### src/rtl/regfile_wr_arb.sv
// regfile_wr_arb: round-robin arbiter feeding the register file's single write port from two one-entry buffers
module regfile_wr_arb #(
   parameter int AW = 5,
   parameter int DW = 32
) (
   input  logic          clk,
   input  logic          rst,
   input  logic          i_valid0,
   input  logic [AW-1:0] i_addr0,
   input  logic [DW-1:0] i_data0,
   output logic          o_ready0,
   input  logic          i_valid1,
   input  logic [AW-1:0] i_addr1,
   input  logic [DW-1:0] i_data1,
   output logic          o_ready1,
   output logic [AW-1:0] o_wreg,
   output logic [DW-1:0] o_wdata,
   output logic          o_wen,
   input  logic [AW-1:0] i_chk_addr,
   output logic          o_chk_hit,
   output logic          o_grant
);
   logic          f0_q, f0_d, f1_q, f1_d, last_q, last_d;
   logic [AW-1:0] a0_q, a0_d, a1_q, a1_d;
   logic [DW-1:0] d0_q, d0_d, d1_q, d1_d;
   logic          g0, g1, acc0, acc1;

   // grant, write-port drive, readies and pending match, all from registered state
   always_comb begin
      g0        = f0_q & (~f1_q | last_q);
      g1        = f1_q & (~f0_q | ~last_q);
      o_wen     = f0_q | f1_q;
      o_grant   = g1;
      o_wreg    = g0 ? a0_q : g1 ? a1_q : '0;
      o_wdata   = g0 ? d0_q : g1 ? d1_q : '0;
      o_ready0  = ~f0_q | g0;
      o_ready1  = ~f1_q | g1;
      o_chk_hit = (f0_q & (a0_q == i_chk_addr)) | (f1_q & (a1_q == i_chk_addr));
   end

   // next state: granted entry retires, accepted non-r0 request refills its buffer
   always_comb begin
      acc0   = i_valid0 & o_ready0;
      acc1   = i_valid1 & o_ready1;
      f0_d   = acc0 ? |i_addr0 : f0_q & ~g0;
      f1_d   = acc1 ? |i_addr1 : f1_q & ~g1;
      a0_d   = (acc0 & |i_addr0) ? i_addr0 : a0_q;
      d0_d   = (acc0 & |i_addr0) ? i_data0 : d0_q;
      a1_d   = (acc1 & |i_addr1) ? i_addr1 : a1_q;
      d1_d   = (acc1 & |i_addr1) ? i_data1 : d1_q;
      last_d = o_wen ? g1 : last_q;
   end

   // state registers; reset empties both buffers and biases the first tie toward port 0
   always_ff @(posedge clk or posedge rst) begin
      if (rst) begin
         f0_q   <= 1'b0;
         f1_q   <= 1'b0;
         last_q <= 1'b1;
         a0_q   <= '0;
         a1_q   <= '0;
         d0_q   <= '0;
         d1_q   <= '0;
      end else begin
         f0_q   <= f0_d;
         f1_q   <= f1_d;
         last_q <= last_d;
         a0_q   <= a0_d;
         a1_q   <= a1_d;
         d0_q   <= d0_d;
         d1_q   <= d1_d;
      end
   end
endmodule

### config.mk
export PLATFORM = sky130hd
export DESIGN_NAME = regfile_wr_arb
export DESIGN_NICKNAME = d
export VERILOG_FILES = /design/src/rtl/regfile_wr_arb.sv
export SDC_FILE = /design/constraint.sdc
export NUM_CORES = 1
export LEC_CHECK = 0
export ABC_AREA = 1
export BUFFER_PORTS_ARGS = -buffer_cell sky130_fd_sc_hd__buf_2
export CORE_MARGIN = 2
export CORE_UTILIZATION = 40
export DETAILED_ROUTE_END_ITERATION = 10
export SYNTH_ARGS = -nofsm -noshare
export SYNTH_HDL_FRONTEND = slang
export SYNTH_SLANG_ARGS = --single-unit
### constraint.sdc
create_clock -name clk -period 3.5 [get_ports clk]
set_clock_uncertainty 0.1 [all_clocks]
set_input_delay 0.875 -clock clk [delete_from_list [all_inputs] [get_ports clk]]
set_output_delay 0.875 -clock clk [all_outputs]
set_load 0.1 [all_outputs]
==> results_tabular.tex, run 1 <==
\begin{tabular}{lr}
\hline
Metric & Value \\
\hline
\multicolumn{2}{l}{\textbf{Status}} \\
\quad Result of the run & finished, final reports clean \\
\multicolumn{2}{l}{\textbf{Critical path}} \\
\quad Maximum net fanout on the critical path & 34 \\
\quad Critical Path RT & 2.52 ns \\
\quad Ordered cell list for the critical path & nand2\_1, inv\_2, nand2\_1, o21ai\_1, buf\_12 \\
\quad Number of buffers and inverters on the critical path & 2 \\
\quad Endpoint kind of the worst setup timing path & output port \\
\quad CP dominant cell by count & sky130\_fd\_sc\_hd\_\_nand2\_1 \\
\quad Kind of launch point of the worst setup path & flop \\
\quad Cell family contributing the most delay on the critical path & buffers and inverters \\
\quad Delay of the slowest cell on the worst path & 0.57 ns \\
\quad Data arrival, critical path & 2.08 ns \\
\quad Crit Path Category & flop to output port \\
\quad Depth of the worst register-to-register path & 7 \\
\quad Slowest-stage cell, CP & sky130\_fd\_sc\_hd\_\_inv\_2 \\
\quad Critical path depth & 5 \\
\multicolumn{2}{l}{\textbf{Logic synthesis}} \\
\quad Number of warnings issued by yosys & 0 \\
\quad Synthesized area & 4080 µm² \\
\quad Yosys cell types & 23 \\
\quad Total of flip-flops plus latches after synthesis & 77 \\
\quad Fraction of the yosys area taken by sequential cells & 47.2\% \\
\quad Net count after synthesis & 596 \\
\quad Cell count after synthesis & 513 \\
\quad Syn avg cell area & 7.96 µm² \\
\multicolumn{2}{l}{\textbf{Floorplanning}} \\
\quad Die Footprint & 11000 µm² \\
\quad Horiz. Die Dim & 105 µm \\
\quad Starting density of the core & 41.4\% \\
\quad Core box area & 9860 µm² \\
\quad \# IOs & 125 \\
\quad Y dimension of the die & 105 µm \\
\quad Number of standard-cell rows in the floorplan & 36 \\
\multicolumn{2}{l}{\textbf{Global route}} \\
\quad Wire length of the first global-routing pass & 18700 µm \\
\quad Largest net degree at the start of global routing & 47 \\
\quad Initial antenna violation count & 2 \\
\quad GRT Overall Usage & 21.1\% \\
\quad Aggregate global routing overflow & 0 \\
\quad Number of global-route vias before repair & 3784 \\
\multicolumn{2}{l}{\textbf{Cells and area}} \\
\quad Most common cell after layout, fill and taps aside & sky130\_fd\_sc\_hd\_\_nand2\_1 \\
\quad Cell area after layout & 5450 µm² \\
\quad Leading cell types in the layout, fill and taps excluded & 215 x sky130\_fd\_sc\_hd\_\_nand2\_1, 94 x sky130\_fd\_sc\_hd\_\_nand3\_1, 86 x sky130\_fd\_sc\_hd\_\_buf\_2 \\
\quad Number of fill cells in the layout & 950 \\
\quad Total number of nets in the final design & 707 \\
\quad Fraction of layout cells with a size suffix above 1 & 33.2\% \\
\quad Growth of design area from synthesis to finish & 33.4\% \\
\quad Core occupancy in the finished layout & 55.2\% \\
\multicolumn{2}{l}{\textbf{Clocking}} \\
\quad Clock buffer count from CTS & 9 \\
\quad Cell chosen for the clock root & sky130\_fd\_sc\_hd\_\_clkbuf\_8 \\
\quad Count of buffers added by post-CTS timing repair for setup & 0 \\
\quad Worst-path clk slew & 0.08 ns \\
\quad Number of gates resized after CTS & 0 \\
\quad Clock tree from TritonCTS & built \\
\quad CTS sink cnt & 77 \\
\quad Maximum number of buffers from clock root to sink & 2 \\
\quad H-tree depth & 3 \\
\quad Worst-skew pair later-pin latency & 0.33 ns \\
\quad Count of hold-fix buffers inserted at cts & 0 \\
\multicolumn{2}{l}{\textbf{Timing}} \\
\quad Slew of the pin with the lowest slew margin & 0.706 ns \\
\quad Final-layout setup total negative slack & 0 ns \\
\quad Upper clock frequency limit & 0.327 GHz \\
\quad Portion of the clock cycle consumed by the worst path in the final layout & 87.3\% \\
\quad Final hold violation count & 0 \\
\quad Setup repair after global routing missed its margin & false \\
\quad Normalized max-slew margin & 52.9\% \\
\quad Shortest period the worst path allows & 3.06 ns \\
\quad Slew Viols, Final & 0 \\
\quad Final WS setup & 0.445 ns \\
\quad Setup violation total in the final timing report & 0 \\
\quad Worst slack on hold paths & 0.375 ns \\
\multicolumn{2}{l}{\textbf{Placed design}} \\
\quad Number of port buffers & 124 \\
\quad GPL Wtd Cong & 0.838 \\
\quad Pre-CTS setup slack & 0.691 ns \\
\quad Post-place instance area & 5220 µm² \\
\quad Total half-perimeter wirelength after legalization and detailed placement & 7480 µm \\
\multicolumn{2}{l}{\textbf{Detailed routing}} \\
\quad Number of iterations in the first detailed-routing pass & 4 \\
\quad Drt wl/cell & 14.5 µm \\
\quad DR iter-0 viols & 169 \\
\quad Mean number of vias per cell & 4.98 \\
\quad Remaining routing DRC violations & 0 \\
\quad Antenna-violating nets left & 0 \\
\quad Total wire length & 11100 µm \\
\quad Vias after detailed routing & 3796 \\
\multicolumn{2}{l}{\textbf{Power}} \\
\quad Pwr/cell area & 1040 nW/µm² \\
\quad Worst supply voltage drop on vdd & 0.556 mV \\
\quad Leakage power total & 0.00298 µW \\
\multicolumn{2}{l}{\textbf{Flow run}} \\
\quad Total of max-cap violations & 0 \\
\multicolumn{2}{l}{\textbf{Worst hold path}} \\
\quad Cell depth of the worst hold path & 2 \\
\quad Kind of path behind the tightest hold check & flop to flop \\
\hline
\end{tabular}
[worst min-delay path, stage by stage, from the launching register on]
cell and delay [ns]:
sky130_fd_sc_hd__dfrtp_1 0.35, sky130_fd_sc_hd__nand2_1 0.05, sky130_fd_sc_hd__nand2_1 0.05
[synthesized netlist by cell type (all sizes together)]
library cell  instances  area share (%)
a21oi                 1            0.12
buf                  22             6.3
clkbuf               10            0.92
dfrtp                76              47
dfstp                 1            0.64
inv                  21             1.9
nand2               256              26
nand3               105              14
nand3b                2            0.77
nor2                 12             1.1
o21ai                 2            0.34
o22ai                 4            0.61
or2                   1            0.15
[cell type report]
cell class | count | area [µm²] | share of cell area, %
multi-input combinational | 383 | 1780 | 32.7
tap | 133 | 166 | 3.06
timing repair buffer | 132 | 1260 | 23.2
inverter | 21 | 80.1 | 1.47
sequential | 77 | 1930 | 35.4
clock buffer | 11 | 141 | 2.60
antenna | 1 | 2.50 | 0.0459
clock inverter | 5 | 83.8 | 1.54
[sequential cells by signal (all words and copies together), names as in the netlist]
name / count
a0_q: 5
a1_q: 5
d0_q: 32
d1_q: 32
f0_q: 1
f1_q: 1
last_q: 1
[report_power, final]
group | leakage, µW | switching, µW | total (µW) | internal [µW]
clock network | 0.000106 | 327 | 750 | 423
registers | 0.000938 | 164 | 1300 | 1130
logic | 0.00193 | 2490 | 3600 | 1110
[cells by family after synthesis]
family	synth area share (%)
AOI/OAI and AO/OA	1.07
buffers and inverters	9.19
DFF	47.2
and+or+nand+nor	42.5
[worst paths after layout]
check                                          start              endpoint  slack (ns)
worst max-delay path                  f1_q$_DFF_PP0_             o_wreg[0]        0.44
worst min-delay path            d1_q[30]$_DFFE_PP0P_  d1_q[30]$_DFFE_PP0P_        0.37
worst max register to register        f0_q$_DFF_PP0_  d0_q[22]$_DFFE_PP0P_        1.66
worst min register to register  d1_q[30]$_DFFE_PP0P_  d1_q[30]$_DFFE_PP0P_        0.37
max in group asynchronous                        rst    last_q$_DFFE_PP1P_        2.14
min in group asynchronous                        rst  d0_q[18]$_DFFE_PP0P_        0.47
[metrics by stage]
stage / power [µW] / instances
after global routing: 5910 / 763
after global placement: 4890 / 746
final: 5650 / 763
after detailed placement: 4930 / 746
after floorplan: 3750 / 513
after CTS: 5690 / 762
[per-layer routing]
layer	global-route usage, %	part of all wire, %	vias up
li1	-	-	1842
met1	30.1	47	1784
met2	31.8	45	153
met3	5.43	6.8	15
met4	5.71	1.4	2
met5	0	0.063	-
No activity file was read; power rests on OpenSTA's default activity.
==> run 2, diff against run 1 <==
--- a/config.mk
+++ b/config.mk
@@ -7,7 +7,7 @@
 export LEC_CHECK = 0
 export ABC_AREA = 1
 export BUFFER_PORTS_ARGS = -buffer_cell sky130_fd_sc_hd__buf_2
-export CORE_MARGIN = 2
+export CORE_MARGIN = 8
 export CORE_UTILIZATION = 40
 export DETAILED_ROUTE_END_ITERATION = 10
 export SYNTH_ARGS = -nofsm -noshare
==> results_tabular.tex, run 2 (same netlist as run 1, synthesis figures left out) <==
\begin{tabular}{lr}
\hline
Metric & Value \\
\hline
\multicolumn{2}{l}{\textbf{Flow run}} \\
\quad Total of max-cap violations & 0 (unchanged) \\
\multicolumn{2}{l}{\textbf{Timing}} \\
\quad Portion of the clock cycle consumed by the worst path in the final layout & 92.1\% (+4.8 points) \\
\quad Setup violation total in the final timing report & 0 (unchanged) \\
\quad Slew Viols, Final & 0 (unchanged) \\
\quad Upper clock frequency limit & 0.310 GHz (-5.3\%) \\
\quad Slew of the pin with the lowest slew margin & 0.913 ns (+0.207 ns) \\
\quad Setup repair after global routing missed its margin & false \\
\quad Normalized max-slew margin & 39.1\% (-14 points) \\
\quad Shortest period the worst path allows & 3.23 ns (+0.170 ns) \\
\quad Final-layout setup total negative slack & 0 ns (unchanged) \\
\quad Final hold violation count & 0 (unchanged) \\
\quad Worst slack on hold paths & 0.375 ns (+0.000292 ns) \\
\multicolumn{2}{l}{\textbf{Cells and area}} \\
\quad Diode count & 0 (-1) \\
\quad Number of fill cells in the layout & 947 (-0.32\%) \\
\quad Largest registers & d0\_q x32, d1\_q x32 \\
\quad Total number of nets in the final design & 706 (-0.14\%) \\
\quad Area of combinational cells with multiple inputs & 1780 µm² (unchanged) \\
\quad Total area of sequential cells & 1930 µm² (unchanged) \\
\quad Growth of design area from synthesis to finish & 31.7\% \\
\quad Fraction of layout cells with a size suffix above 1 & 33.1\% (-0.11 points) \\
\quad Leading cell types in the layout, fill and taps excluded & 215 x sky130\_fd\_sc\_hd\_\_nand2\_1, 94 x sky130\_fd\_sc\_hd\_\_nand3\_1, 86 x sky130\_fd\_sc\_hd\_\_buf\_2 \\
\quad Most common cell after layout, fill and taps aside & sky130\_fd\_sc\_hd\_\_nand2\_1 \\
\multicolumn{2}{l}{\textbf{Clocking}} \\
\quad Worst-skew pair later-pin latency & 0.34 ns (about the same) \\
\quad Cell chosen for the clock root & sky130\_fd\_sc\_hd\_\_clkbuf\_8 \\
\quad Maximum number of buffers from clock root to sink & 2 (unchanged) \\
\quad Count of buffers added by post-CTS timing repair for setup & 0 (unchanged) \\
\quad Worst-path clk slew & 0.08 ns (about the same) \\
\quad H-tree depth & 3 (unchanged) \\
\quad Clock tree from TritonCTS & built \\
\quad Count of hold-fix buffers inserted at cts & 0 (unchanged) \\
\quad CTS sink cnt & 77 (unchanged) \\
\quad Clock buffer count from CTS & 9 (unchanged) \\
\quad Number of gates resized after CTS & 0 (unchanged) \\
\multicolumn{2}{l}{\textbf{Worst hold path}} \\
\quad Kind of path behind the tightest hold check & flop to flop \\
\quad Hold wc startpoint & d0\_q[23]\$\_DFFE\_PP0P\_ \\
\quad Cell depth of the worst hold path & 2 (unchanged) \\
\quad End of the worst hold path & d0\_q[23]\$\_DFFE\_PP0P\_ \\
\multicolumn{2}{l}{\textbf{Global route}} \\
\quad Aggregate global routing overflow & 0 (unchanged) \\
\quad GRT Overall Usage & 17.4\% (-3.7 points) \\
\quad Largest net degree at the start of global routing & 54 (+15\%) \\
\quad Initial antenna violation count & 1 (-1) \\
\quad Wire length of the first global-routing pass & 18400 µm (-1.4\%) \\
\quad Number of global-route vias before repair & 3789 (+0.13\%) \\
\multicolumn{2}{l}{\textbf{Critical path}} \\
\quad Depth of the worst register-to-register path & 7 (unchanged) \\
\quad Worst-case register-to-register setup slack & 1.14 ns (-0.52 ns) \\
\quad Endpoint kind of the worst setup timing path & output port \\
\quad Worst setup path start & last\_q\$\_DFFE\_PP1P\_ \\
\quad Maximum net fanout on the critical path & 16 (-53\%) \\
\quad Critical R2R Capture & d0\_q[22]\$\_DFFE\_PP0P\_ \\
\quad Kind of launch point of the worst setup path & flop \\
\quad Data arrival, critical path & 2.25 ns (+0.17 ns) \\
\quad Crit Path Category & flop to output port \\
\quad Critical Path RT & 2.52 ns (about the same) \\
\quad Critical register-to-register path startpoint & f0\_q\$\_DFF\_PP0\_ \\
\multicolumn{2}{l}{\textbf{Placed design}} \\
\quad GPL Wtd Cong & 0.820 (-2.1\%) \\
\quad Number of port buffers & 124 (unchanged) \\
\quad Total half-perimeter wirelength after legalization and detailed placement & 8000 µm (+7.0\%) \\
\multicolumn{2}{l}{\textbf{Floorplanning}} \\
\quad Starting density of the core & 40.3\% (-1.1 points) \\
\quad Number of standard-cell rows in the floorplan & 37 (+2.8\%) \\
\quad Horiz. Die Dim & 117 µm (+11\%) \\
\quad Die Footprint & 13700 µm² (+24\%) \\
\quad Core box area & 10100 µm² (+2.8\%) \\
\quad \# IOs & 125 (unchanged) \\
\quad Y dimension of the die & 117 µm (+11\%) \\
\multicolumn{2}{l}{\textbf{Detailed routing}} \\
\quad Antenna-violating nets left & 0 (unchanged) \\
\quad Vias after detailed routing & 3745 (-1.3\%) \\
\quad Total wire length & 11600 µm (+4.7\%) \\
\quad Number of iterations in the first detailed-routing pass & 7 (+3) \\
\quad DR iter-0 viols & 207 (+22\%) \\
\quad Remaining routing DRC violations & 0 (unchanged) \\
\quad Drt wl/cell & 15.2 µm (+4.6\%) \\
\quad Mean number of vias per cell & 4.90 (-1.5\%) \\
\multicolumn{2}{l}{\textbf{Power}} \\
\quad Power Internal & 2530 µW (-5.2\%) \\
\quad Combinational share of power & 65.3\% (+1.6 points) \\
\quad Sw Share & 54.1\% (+1.3 points) \\
\quad Pwr/cell area & 1020 nW/µm² (-1.3\%) \\
\quad Part of the power in the clock network & 11.1\% (-2.2 points) \\
\quad Switching pwr & 2980 µW (about the same) \\
\quad Relative contribution of sequential cells to total power & 23.6\% (+0.6 points) \\
\quad Leakage power total & 0.00296 µW (-0.76\%) \\
\quad Worst supply voltage drop on vdd & 0.514 mV (-7.7\%) \\
\multicolumn{2}{l}{\textbf{Status}} \\
\quad Result of the run & finished, final reports clean \\
\hline
\end{tabular}
## run 2: cell count changes in the layout (fill, tap and decap cells not counted)
| cell | change |
|---|---|
| sky130_fd_sc_hd__clkinv_2 | +3 |
| sky130_fd_sc_hd__clkinvlp_4 | -1 |
| sky130_fd_sc_hd__clkinv_4 | -1 |
| sky130_fd_sc_hd__bufinv_16 | -2 |
| sky130_fd_sc_hd__clkbuf_8 | +1 |
| sky130_fd_sc_hd__diode_2 | -1 |
| sky130_fd_sc_hd__buf_12 | -1 |
## run 2: worst max-delay path: stages, from the launching register on
cell,delay (ns)
sky130_fd_sc_hd__dfstp_2,0.53
sky130_fd_sc_hd__inv_1,0.07
sky130_fd_sc_hd__nand2_1,0.47
sky130_fd_sc_hd__nand2_1,0.31
sky130_fd_sc_hd__o22ai_1,0.31
sky130_fd_sc_hd__buf_12,0.22
## run 2: how the worst max path moves through the flow
stage / to / slack, ns
finish: o_wreg[4] / 0.27
CTS: o_wreg[0] / 0.24
global route: o_wreg[4] / 0.14
floorplan: o_wreg[1] / 0.22
detailed placement: o_wreg[0] / 0.63
global placement: o_wreg[0] / 0.71
## run 2: power by group through the flow
stage / Combinational [µW] / Clock [µW] / Sequential [µW]
6_report: 3600 / 613 / 1300
5_1_grt: 3770 / 667 / 1330
4_1_cts: 3620 / 633 / 1300
3_5_place_dp: 3620 / 0 / 1310
3_3_place_gp: 3590 / 0 / 1300
2_1_floorplan: 2470 / 0 / 1270
## run 2: cell type report
| class | instances | share of cell area (%) |
|---|---|---|
| Sequential cell | 77 | 35.8 |
| Multi-Input combinational cell | 383 | 33.1 |
| Timing Repair Buffer | 131 | 23.1 |
| Tap cell | 136 | 3.16 |
| Clock buffer | 12 | 2.88 |
| Inverter | 21 | 1.49 |
| Clock inverter | 4 | 0.419 |
## run 2: metal layers
layer  vias up  global-route usage, %  wire (µm)
li1       1840                      -          -
met1      1765                   22.9       5360
met2       129                   26.7       5060
met3         9                   5.59       1080
met4         2                   4.78         74
met5         -                      0         13
## run 2: through the flow
stage / cell area, µm² / cells / total power (µW) / setup WS, ns / util [%]
floorplan: 4080 / 513 / 3750 / 0.223 / -
global placement: 5200 / 748 / 4890 / 0.712 / 51.3
detailed placement: 5200 / 748 / 4930 / 0.631 / 51.3
CTS: 5380 / 764 / 5560 / 0.238 / 53.1
global route: 5380 / 764 / 5760 / 0.143 / 53.1
finish: 5380 / 764 / 5510 / 0.275 / 53.1
